### config.mk
export PLATFORM = sky130hd
export DESIGN_NAME = if_stage
export DESIGN_NICKNAME = d
export VERILOG_FILES = /design/src/rtl/if_stage.sv
export SDC_FILE = /design/constraint.sdc
export NUM_CORES = 1
export LEC_CHECK = 0
export CORE_UTILIZATION = 46
export CTS_BUF_LIST = sky130_fd_sc_hd__clkbuf_4 sky130_fd_sc_hd__clkbuf_8
export CTS_CLUSTER_SIZE = 25
export DETAILED_ROUTE_END_ITERATION = 16
export GPL_TIMING_DRIVEN = 0
export PLACE_DENSITY = 0.79
export SYNTH_ARGS = -nofsm -noshare
export SYNTH_HDL_FRONTEND = slang
export SYNTH_SLANG_ARGS = --single-unit
export TNS_END_PERCENT = 50
### constraint.sdc
create_clock -name clk -period 5.55 [get_ports clk]
set_clock_uncertainty 0.15 [all_clocks]
set_input_delay 1.665 -clock clk [delete_from_list [all_inputs] [get_ports clk]]
set_output_delay 1.665 -clock clk [all_outputs]
set_load 0.05 [all_outputs]
### src/rtl/if_stage.sv
// rtl/if_stage.sv - MIPS R2000 instruction-fetch stage with PC, pending redirect and IF/ID register
// Redirects never flush: the word in flight when a redirect arrives is the delay slot.
module if_stage #(
    parameter logic [31:0] RESET_PC = 32'h0000_0000,
    parameter logic [31:0] NOP_INST = 32'h0000_0000
) (
    input  logic        clk,
    input  logic        rst,
    input  logic        stall_in,
    input  logic        flush_in,
    input  logic        redirect_in,
    input  logic [31:0] redirect_pc_in,
    output logic [31:0] imem_addr_out,
    input  logic [31:0] imem_rdata_in,
    output logic [31:0] inst_out,
    output logic [31:0] pc_out,
    output logic [31:0] pc4_out,
    output logic        valid_out
);

    logic [31:0] r_pc;
    logic        r_pend_v;
    logic [31:0] r_pend_pc;
    logic [31:0] r_inst;
    logic [31:0] r_pc_out;
    logic [31:0] r_pc4;
    logic        r_valid;

    logic [31:0] w_inc;
    logic [31:0] w_target;

    assign w_inc    = r_pc + 32'd4;
    assign w_target = {redirect_pc_in[31:2], 2'b00};

    // A redirect seen during a stall is parked so the delay slot still issues first.
    always_ff @(posedge clk or posedge rst) begin
        if (rst) begin
            r_pc      <= RESET_PC;
            r_pend_v  <= 1'b0;
            r_pend_pc <= 32'h0000_0000;
        end else if (redirect_in) begin
            if (!stall_in) begin
                r_pc     <= w_target;
                r_pend_v <= 1'b0;
            end else begin
                r_pend_v  <= 1'b1;
                r_pend_pc <= w_target;
            end
        end else if (r_pend_v && !stall_in) begin
            r_pc     <= r_pend_pc;
            r_pend_v <= 1'b0;
        end else if (!stall_in) begin
            r_pc <= w_inc;
        end
    end

    always_ff @(posedge clk or posedge rst) begin
        if (rst) begin
            r_inst   <= NOP_INST;
            r_pc_out <= 32'h0000_0000;
            r_pc4    <= 32'h0000_0000;
            r_valid  <= 1'b0;
        end else if (flush_in) begin
            r_inst  <= NOP_INST;
            r_valid <= 1'b0;
        end else if (!stall_in) begin
            r_inst   <= imem_rdata_in;
            r_pc_out <= r_pc;
            r_pc4    <= w_inc;
            r_valid  <= 1'b1;
        end
    end

    assign imem_addr_out = r_pc;
    assign inst_out      = r_inst;
    assign pc_out        = r_pc_out;
    assign pc4_out       = r_pc4;
    assign valid_out     = r_valid;

endmodule

## Word-level counts from Yosys, hierarchy flattened

Cells that the tools add are included.
Widths: inputs -> output; s select.

- Register bits: 160
- Bits of input ports: 69

- Eq/ne operators: 3
- Bitwise logic cells: 2
- Multiplexer cells: 11
- $add $sub $neg: 1
- Reductions and logical operators: 6

Operators by type and width:

| cell | count |
|---|---|
| $mux 32 | 6 |
| $add 32x3->32 const B | 1 |
| $reduce_and 2->1 | 3 |
| $mux 1 | 5 |
| $ne 2x1->1 const B | 2 |
| $ne 2x2->1 const B | 1 |
| $not 1->1 | 2 |
| $reduce_bool 2->1 | 1 |
| $logic_and 1x1->1 | 1 |
| $logic_not 1->1 | 1 |

## Longest topological paths before layout

- Word-level depth: 4
- Mapped depth: 7
- Depth with buffers taken out: 5

## Worst setup path before layout

No wires, ideal clock.

- Kind: in2reg
- From: input port redirect_in
- To: register r_pc[21] (netlist: imem_addr_out[21])
- Path slack: 2.445 ns
- Library setup time: 0.126 ns
- Stages: 5
- Buffers on the path: 3
- Arrival: 2.829 ns
- Data required time: 5.274 ns
- Path through: clkbuf_1 > clkbuf_1 > clkbuf_1 > o21ai_0 > a221o_1

- Cells in the longest elaborated chain, start to end: 2
- Elaborated cells on any way between the ends: 3
- Classes of those cells: eq/ne: 1; mux: 1; reduce/logical: 1

Ends and longest elaborated chain:

| item | RTL line | RTL |
|---|---|---|
| start: declaration | 11 | `input logic redirect_in,` |
| $ne 2x2->1 (no line) | -- |  |
| $reduce_and 2->1 (no line) | -- |  |
| end signal: assignment | 43 | `r_pc <= w_target;` |
| end signal: assignment | 50 | `r_pc <= r_pend_pc;` |
| end signal: assignment | 53 | `r_pc <= w_inc;` |
| end: declaration | 21 | `logic [31:0] r_pc;` |

Several ways; a longest one is shown, not always the timed one.
A chain may end at the register's enable or synchronous reset.

## Worst setup path in the final report

- From: input port stall_in
- To: register r_pc[20] (netlist: imem_addr_out[20])

- Cells in the longest elaborated chain, start to end: 4
- Elaborated cells on any way between the ends: 7
- Classes of those cells: eq/ne: 2; mux: 2; reduce/logical: 3

Ends and longest elaborated chain:

| item | RTL line | RTL |
|---|---|---|
| start: declaration | 9 | `input logic stall_in,` |
| $logic_not 1->1 | -- |  |
| $logic_and 1x1->1 | 49 | `end else if (r_pend_v && !stall_in) begin` |
| $ne 2x1->1 (no line) / $mux 32 (equally long branches) | -- |  |
| $reduce_and 2->1 (no line) / $mux 32 (equally long branches) | -- |  |

Several ways; a longest one is shown, not always the timed one.

==> summary.md <==
| Metric | Value |
|---|---|
| DR vias | 7,017 |
| Setup_tns | 0 ps |
| Post-synth EDFFs | 0 |
| Total routed wirelength | 22,650 um |
| Hold Slack | 329.2 ps |
| Post-synth top cells | 154 x dfrtp_1, 133 x nand2_1, 62 x nor2_1 |
| Avg Inst Size Synth | 9.628 um2 |
| Relative slew slack | 0.3696 |
| Die width | 130.1 um |
| Max-cap viol count | 0 |
| # placed instances | 1,195 |
| Core Rows | 46 |
| Post-Place Setup Slack | 1222 ps |
| CTS H-tree depth | 4 |
| Gr usage total | 0.2785 |
| Synth area leaders | dfrtp_1 51%, nand2_1 6.6%, mux2_2 4.8% |
| Clock Latency Late Sink | about 470 ps |
| Worst Hold Class | reg -> reg |
| Clock slew at reported path FFs | approximately 80 ps |
| Routed Antenna Nets | 0 |
| I/O Buffers | 187 |
| Post-Synth Simple-Gate Area | 0.2064 |
| Multiplexer share of the synthesized area | 0.09282 |
| Critical path class | in -> reg |
| # IOs | just under 200 |
| CP Launch Type | primary input |
| Pwr Total | 3.616 mW |
| Largest net degree at the start of global routing | 41 |
| Peak VDD IR | 0.1828 mV |
| Routed vias/inst | approximately 5.7 |
| Ys async rst share | 1.000 |
| Global-route wire length before repair | 35,460 um |
| CTS tree | yes |
| Area grow syn2layout | 35.02% |
| Antenna diode instance count | 0 |
| Iteration-0 DRC Markers | 749 |
| Synth Flop Type | dfrtp_1 |
| Fillers | 1,328 |
| Final net count | roughly 1,100 |
| # Post-CTS Setup Buffers | 0 |
| Crit Path Max Fanout | 10 |
| Resized cells post-CTS | 0 |
| Fin crit share | 0.7107 |
| Leak pwr | 4.289 nW |
| Post-synthesis adder-cell area fraction | 0.001658 |
| Initial core utilization | 0.4735 |
| Cts bufs inserted | 17 |
| Antenna violations before repair | 0 |
| Status | finished, final reports clean |
| Yosys synthesis warning count | 0 |
| FF+latch count, synth | 154 |
| Clock root cell | clkbuf_8 |
| Setup violators final | 0 |
| First-pass DRT Iterations | 7 |
| Sequential area share after synthesis | 0.5105 |
| Yosys cell types | 62 |
| Fraction of layout cells with a size suffix above 1 | 0.09703 |
| CTS max path bufs | 2 |
| Kind of end point of the critical path | flip-flop |
| Hold_buf cts | 0 |
| Tmin final | about 4000 ps |
| FMAX | 0.2535 GHz |
| Yosys top cell area share | 0.5105 |
| GP Congestion | 0.9343 |
| Post-synthesis instance total | 784 |
| Largest family of logic cells by synthesized area | simple AND/OR/NAND/NOR gates |
| Finished Layout Cells | 1,226 |
| Synthesized area | roughly 7500 um2 |
| Max Slew Vio Count | 0 |
| Core area | approximately 16,000 um2 |
| Synthesized-area fraction occupied by ao, oa, aoi and oai cells | 0.1288 |
| Final WS setup | 1606 ps |
| Critical Path AT | between 4000 and 5000 ps |
| CTS sink count | 154 |
| Post-synthesis xor/xnor area fraction | 0.01160 |
| Post-synth top area cell | dfrtp_1 |
| WP data required | 5740 ps |
| Power Density | 354.7 nW/um2 |
| Die area | 16,930 um2 |
| Most common cell in the netlist | dfrtp_1 |
| Post-DP HPWL | 16,890 um |
| Final global-route overflow total | 0 |
| Vias in the first global route | 6,710 |
| Remaining DRCs | 0 |
| Post-DR wirelength/cell | 18.48 um |
| Hold Vio Cnt, Final | 0 |
| RSZ-0062 raised after global routing | false |
| DIE HEIGHT | 130.1 um |
| Actual slew at the worst max-slew pin | between 900 and 1000 ps |
[flip-flops by register name, indices dropped and copies added, names as in the netlist]
| signal | count |
|---|---|
| imem_addr_out | 30 |
| r_pend_v | 1 |
| valid_out | 1 |
| pc4_out | 30 |
| inst_out | 32 |
| r_pend_pc | 30 |
| pc_out | 30 |
[per-stage QoR]
stage / util / cell area [um2]
finish: 0.6393 / 10190
global route: 0.6393 / 10190
CTS: 0.6393 / 10190
detailed placement: 0.6130 / 9773
global placement: 0.6092 / 9713
floorplan: - / 7571
[cell type report]
cell class	instances	area [um2]	area share
Clock buffer	21	276.5	0.02713
Sequential cell	154	3854	0.3781
Inverter	16	63.81	0.006261
Timing Repair Buffer	190	1932	0.1895
Buffer	68	300.3	0.02946
Tap cell	216	270.3	0.02652
Clock inverter	10	142.6	0.01399
Multi-Input combinational cell	551	3353	0.3290
[metal layers]
layer | GRT usage | vias to the layer above | part of all wire
met3 | 0.07093 | 49 | 0.096
li1 | - | 3218 | -
met5 | 0 | - | 0
met1 | 0.3585 | 3352 | 0.41
met2 | 0.4506 | 398 | 0.47
met4 | 0.1101 | 0 | 0.026
[layout by cell type (no fill, tap or decap), types with 4 or more instances in the layout]
master,synthesis,routed
a31oi_1,12,12
clkbuf_8,0,19
o21ai_0,36,36
nand2_1,133,133
or4_1,14,14
conb_1,1,6
o22ai_1,5,5
clkbuf_1,44,44
o31a_1,5,5
buf_2,14,14
mux2i_1,34,34
nor3_1,19,19
xnor2_1,8,8
nor2_1,62,62
a22oi_1,9,9
and4_1,4,4
clkinvlp_4,0,5
mux2_2,32,32
o31ai_1,8,8
a2111oi_0,4,4
inv_1,16,15
clkdlybuf4s50_1,0,187
dfrtp_1,154,154
nand4_1,15,15
o211ai_1,9,9
nor2b_1,4,4
and3_1,4,4
and2_1,4,4
buf_4,7,7
nor3b_1,5,5
nand3_1,20,20
nand3b_1,9,9
a21oi_1,33,33
nor4_1,8,8
[cells by family (layout without fill, tap and decap cells)]
family          Yosys count  after routing
fa+ha+maj                 1              1
other cells               1              6
compound gates          150            150
buf+inv                  84            305
xor+xnor                 10             10
simple gates            318            318
mux                      66             66
flops                   154            154
[worst max-delay path, cell delays in order]
cell and delay (ps):
clkdlybuf4s50_1 620, clkbuf_1 410, clkbuf_1 450, clkbuf_1 540, a21oi_1 170, a21oi_1 160
nand3b_1 100
[final timing paths]
check / from / depth (start not counted) / slack [ps] / endpoint
worst min register to register: pc_out[14] / 2 / 330 / pc_out[14]
max in group asynchronous: rst / 4 / 2710 / r_pend_pc[29]
min in group asynchronous: rst / 2 / 1580 / inst_out[27]
worst max register to register: imem_addr_out[5] / 4 / 2990 / imem_addr_out[21]
worst max-delay path: stall_in / 7 / 1610 / imem_addr_out[20]
worst min-delay path: pc_out[14] / 2 / 330 / pc_out[14]
[power breakdown]
part           total, mW  leakage, nW  switching (mW)  internal (mW)
registers           1.43         1.89           0.139           1.29
logic               1.29         2.20           0.848          0.438
clock network      0.903        0.201           0.426          0.477
total               3.62         4.29            1.41           2.20
Power figures use the tool's default switching activity.
==> patch: new RTL, same settings <==
Make the reset (`rst`) synchronous in 2 clocked blocks.
--- a/src/rtl/if_stage.sv
+++ b/src/rtl/if_stage.sv
@@ -33,7 +33,7 @@
     assign w_target = {redirect_pc_in[31:2], 2'b00};
 
     // A redirect seen during a stall is parked so the delay slot still issues first.
-    always_ff @(posedge clk or posedge rst) begin
+    always_ff @(posedge clk) begin
         if (rst) begin
             r_pc      <= RESET_PC;
             r_pend_v  <= 1'b0;
@@ -54,7 +54,7 @@
         end
     end
 
-    always_ff @(posedge clk or posedge rst) begin
+    always_ff @(posedge clk) begin
         if (rst) begin
             r_inst   <= NOP_INST;
             r_pc_out <= 32'h0000_0000;
Behaviour: differs if rst is asserted again (counterexample within 4 cycles, from zero or initial values and one cycle with rst high); with rst held inactive, the same outputs for 4 cycles.
==> patch against the original RTL <==
The flow now finishes with violations (DRC). Non-clock buffer count increased by 4. Cell area decreased by 8.5%. Area after synthesis decreased by 10%. Setup slack improved by 0.21 ns. Sequential cell count unchanged. Wire length decreased by 5.3%. Final cell count increased by 1.1%. Synthesized cell count increased by 6.5%. Fmax increased by 5.7%. Critical endpoint is now imem_addr_out[2].
Power is not compared: it rests on default switching activity, and its combinational part moved more than twofold at a synthesized area within 25%.
==> patch: results (changes against the original RTL) <==
- First-iteration detailed-routing DRC count: 728 (was 749)
- Layout Cells excl Fill: 1240 (was 1226)
- Clock Tree Buf Depth: 2 (unchanged)
- # resized after CTS: 0 (unchanged)
- Synth unique cells: 57 (was 62)
- Pin count of the biggest net entering global routing: 17 (was 41)
- GPL Wtd Cong: 0.9432 (was 0.9343)
- Lkg Pwr: approximately 3.4 nW
- Total clock network power: 0.937 mW
- Ys async rst share: 0 (was 1.000)
- Ys Warns: 0 (unchanged)
- Status: finished with violations (was complete, no violations)
- Register-to-Register Path Depth: 8 (was 4)
- Clock latency on the worst-skew pair: 0.46 ns
- Clock slew at reported path FFs: 0.08 ns (about the same)
- Max VDD drop: 0.1659 mV
- EDFF count, synth: 0 (unchanged)
- First-pass GRT wire length: 33000 um (was 35460 um)
- Ratio of cells with drive above 1 in the final layout: 0.05587 (was 0.09703)
- Synth cell count leaders: 154 x dfxtp_1, 152 x nand2_1, 114 x a21oi_1 (was 154 x dfrtp_1, 133 x nand2_1, 62 x nor2_1)
- Start point of the critical path: imem_addr_out[2] (was stall_in)
- Biggest cell delay along the critical path: 0.88 ns (was 0.62 ns)
- Tot GR Track Use: 0.2873 (was 0.2785)
- Flop2flop setup slack: 2.86 ns (was 2.99 ns)
- Detailed placement HPWL: 16190 um (was 16890 um)
- CP Max Fanout: 9 (was 10)
- Vias in the first global route: 6296 (was 6710)
- Post-synthesis cell count: 835 (was 784)
- Worst EP arrival: 1.92 ns (was 4.13 ns)
- DRC Markers: 1 (was 0)
- 1st-pass router iterations: 14 (was 7)
- Seq/Total Area, Yosys: 0.4547 (was 0.5105)
- Post-DR vias/cell: 5.550 (was 5.723)
- Placed inst area: 8901 um2 (was 9773 um2)
- Worst path top cell family by delay: buffers and inverters (unchanged)
- DRT Wirelength: 21460 um (was 22650 um)
- Area contributors post-synth: dfxtp_1 45%, a21oi_1 8.4%, nand2_1 8.4% (was dfrtp_1 51%, nand2_1 6.6%, mux2_2 4.8%)
- Clk root buf: clkbuf_8 (unchanged)
- Sw Share: 0.2973
- CP Capture Point: imem_addr_out[2] (was imem_addr_out[20])
- Antenna violations before repair: 0 (unchanged)
- Final antenna diode count: 0 (unchanged)
- Failing checks: DRC
- Min-delay src: r_pend_pc[21] (was pc_out[14])
- Rel. slew slack: 0.4460 (was 0.3696)
- Main synth FF type: dfxtp_1 (was dfrtp_1)
- Fin nets: 1116 (was 1068)
- Depth of the CTS H-tree: 4 (unchanged)
- Reg2reg end: imem_addr_out[30] (was imem_addr_out[21])
[patch: worst min path at each step]
| stage | slack (ns) | depth (start not counted) | endpoint |
|---|---|---|---|
| final | 0.30 | 2 | r_pend_pc[21] |
| after detailed placement | 0.29 | 2 | r_pend_pc[21] |
| after CTS | 0.30 | 2 | r_pend_pc[21] |
| after global routing | 0.32 | 2 | r_pend_pc[15] |
| after floorplan | 0.28 | 2 | r_pend_pc[8] |
| after global placement | 0.29 | 2 | r_pend_pc[29] |
[patch: logic make-up (layout without fill, tap and decap cells)]
family | count (synthesis) | count (layout) | share of synthesized area
buf+inv | 87 | 303 | 0.05315
xor+xnor | 26 | 26 | 0.03359
simple gates | 313 | 313 | 0.2076
compound gates | 218 | 218 | 0.1969
flops | 154 | 154 | 0.4547
mux | 35 | 35 | 0.05167
other cells | 1 | 6 | 0.0005531
fa+ha+maj | 1 | 1 | 0.001845
[patch: layer usage]
layer  global-route usage  part of all wire
met1               0.3660              0.42
met3              0.07380              0.10
met4               0.1130             0.022
met5                    0                 0
met2               0.4633              0.46
[patch: cell type report]
type,count,area (um2)
Clock inverter,7,142.6
Timing Repair Buffer,187,1872
Sequential cell,154,3083
Inverter,12,45.04
Fill cell,1262,5151
Multi-Input combinational cell,599,3356
Buffer,75,315.3
Tap cell,184,230.2
Clock buffer,22,284.0
[patch: metrics by stage]
step	total power [mW]	hold WS, ns	utilization	setup WS [ns]
after floorplan	1.534	0.2815	-	2.333
after global placement	1.725	0.2881	0.6148	1.744
after detailed placement	1.731	0.2944	0.6148	1.738
after CTS	2.649	0.3042	0.6442	1.820
after global routing	2.734	0.3196	0.6442	1.768
final	2.648	0.3040	0.6442	1.819
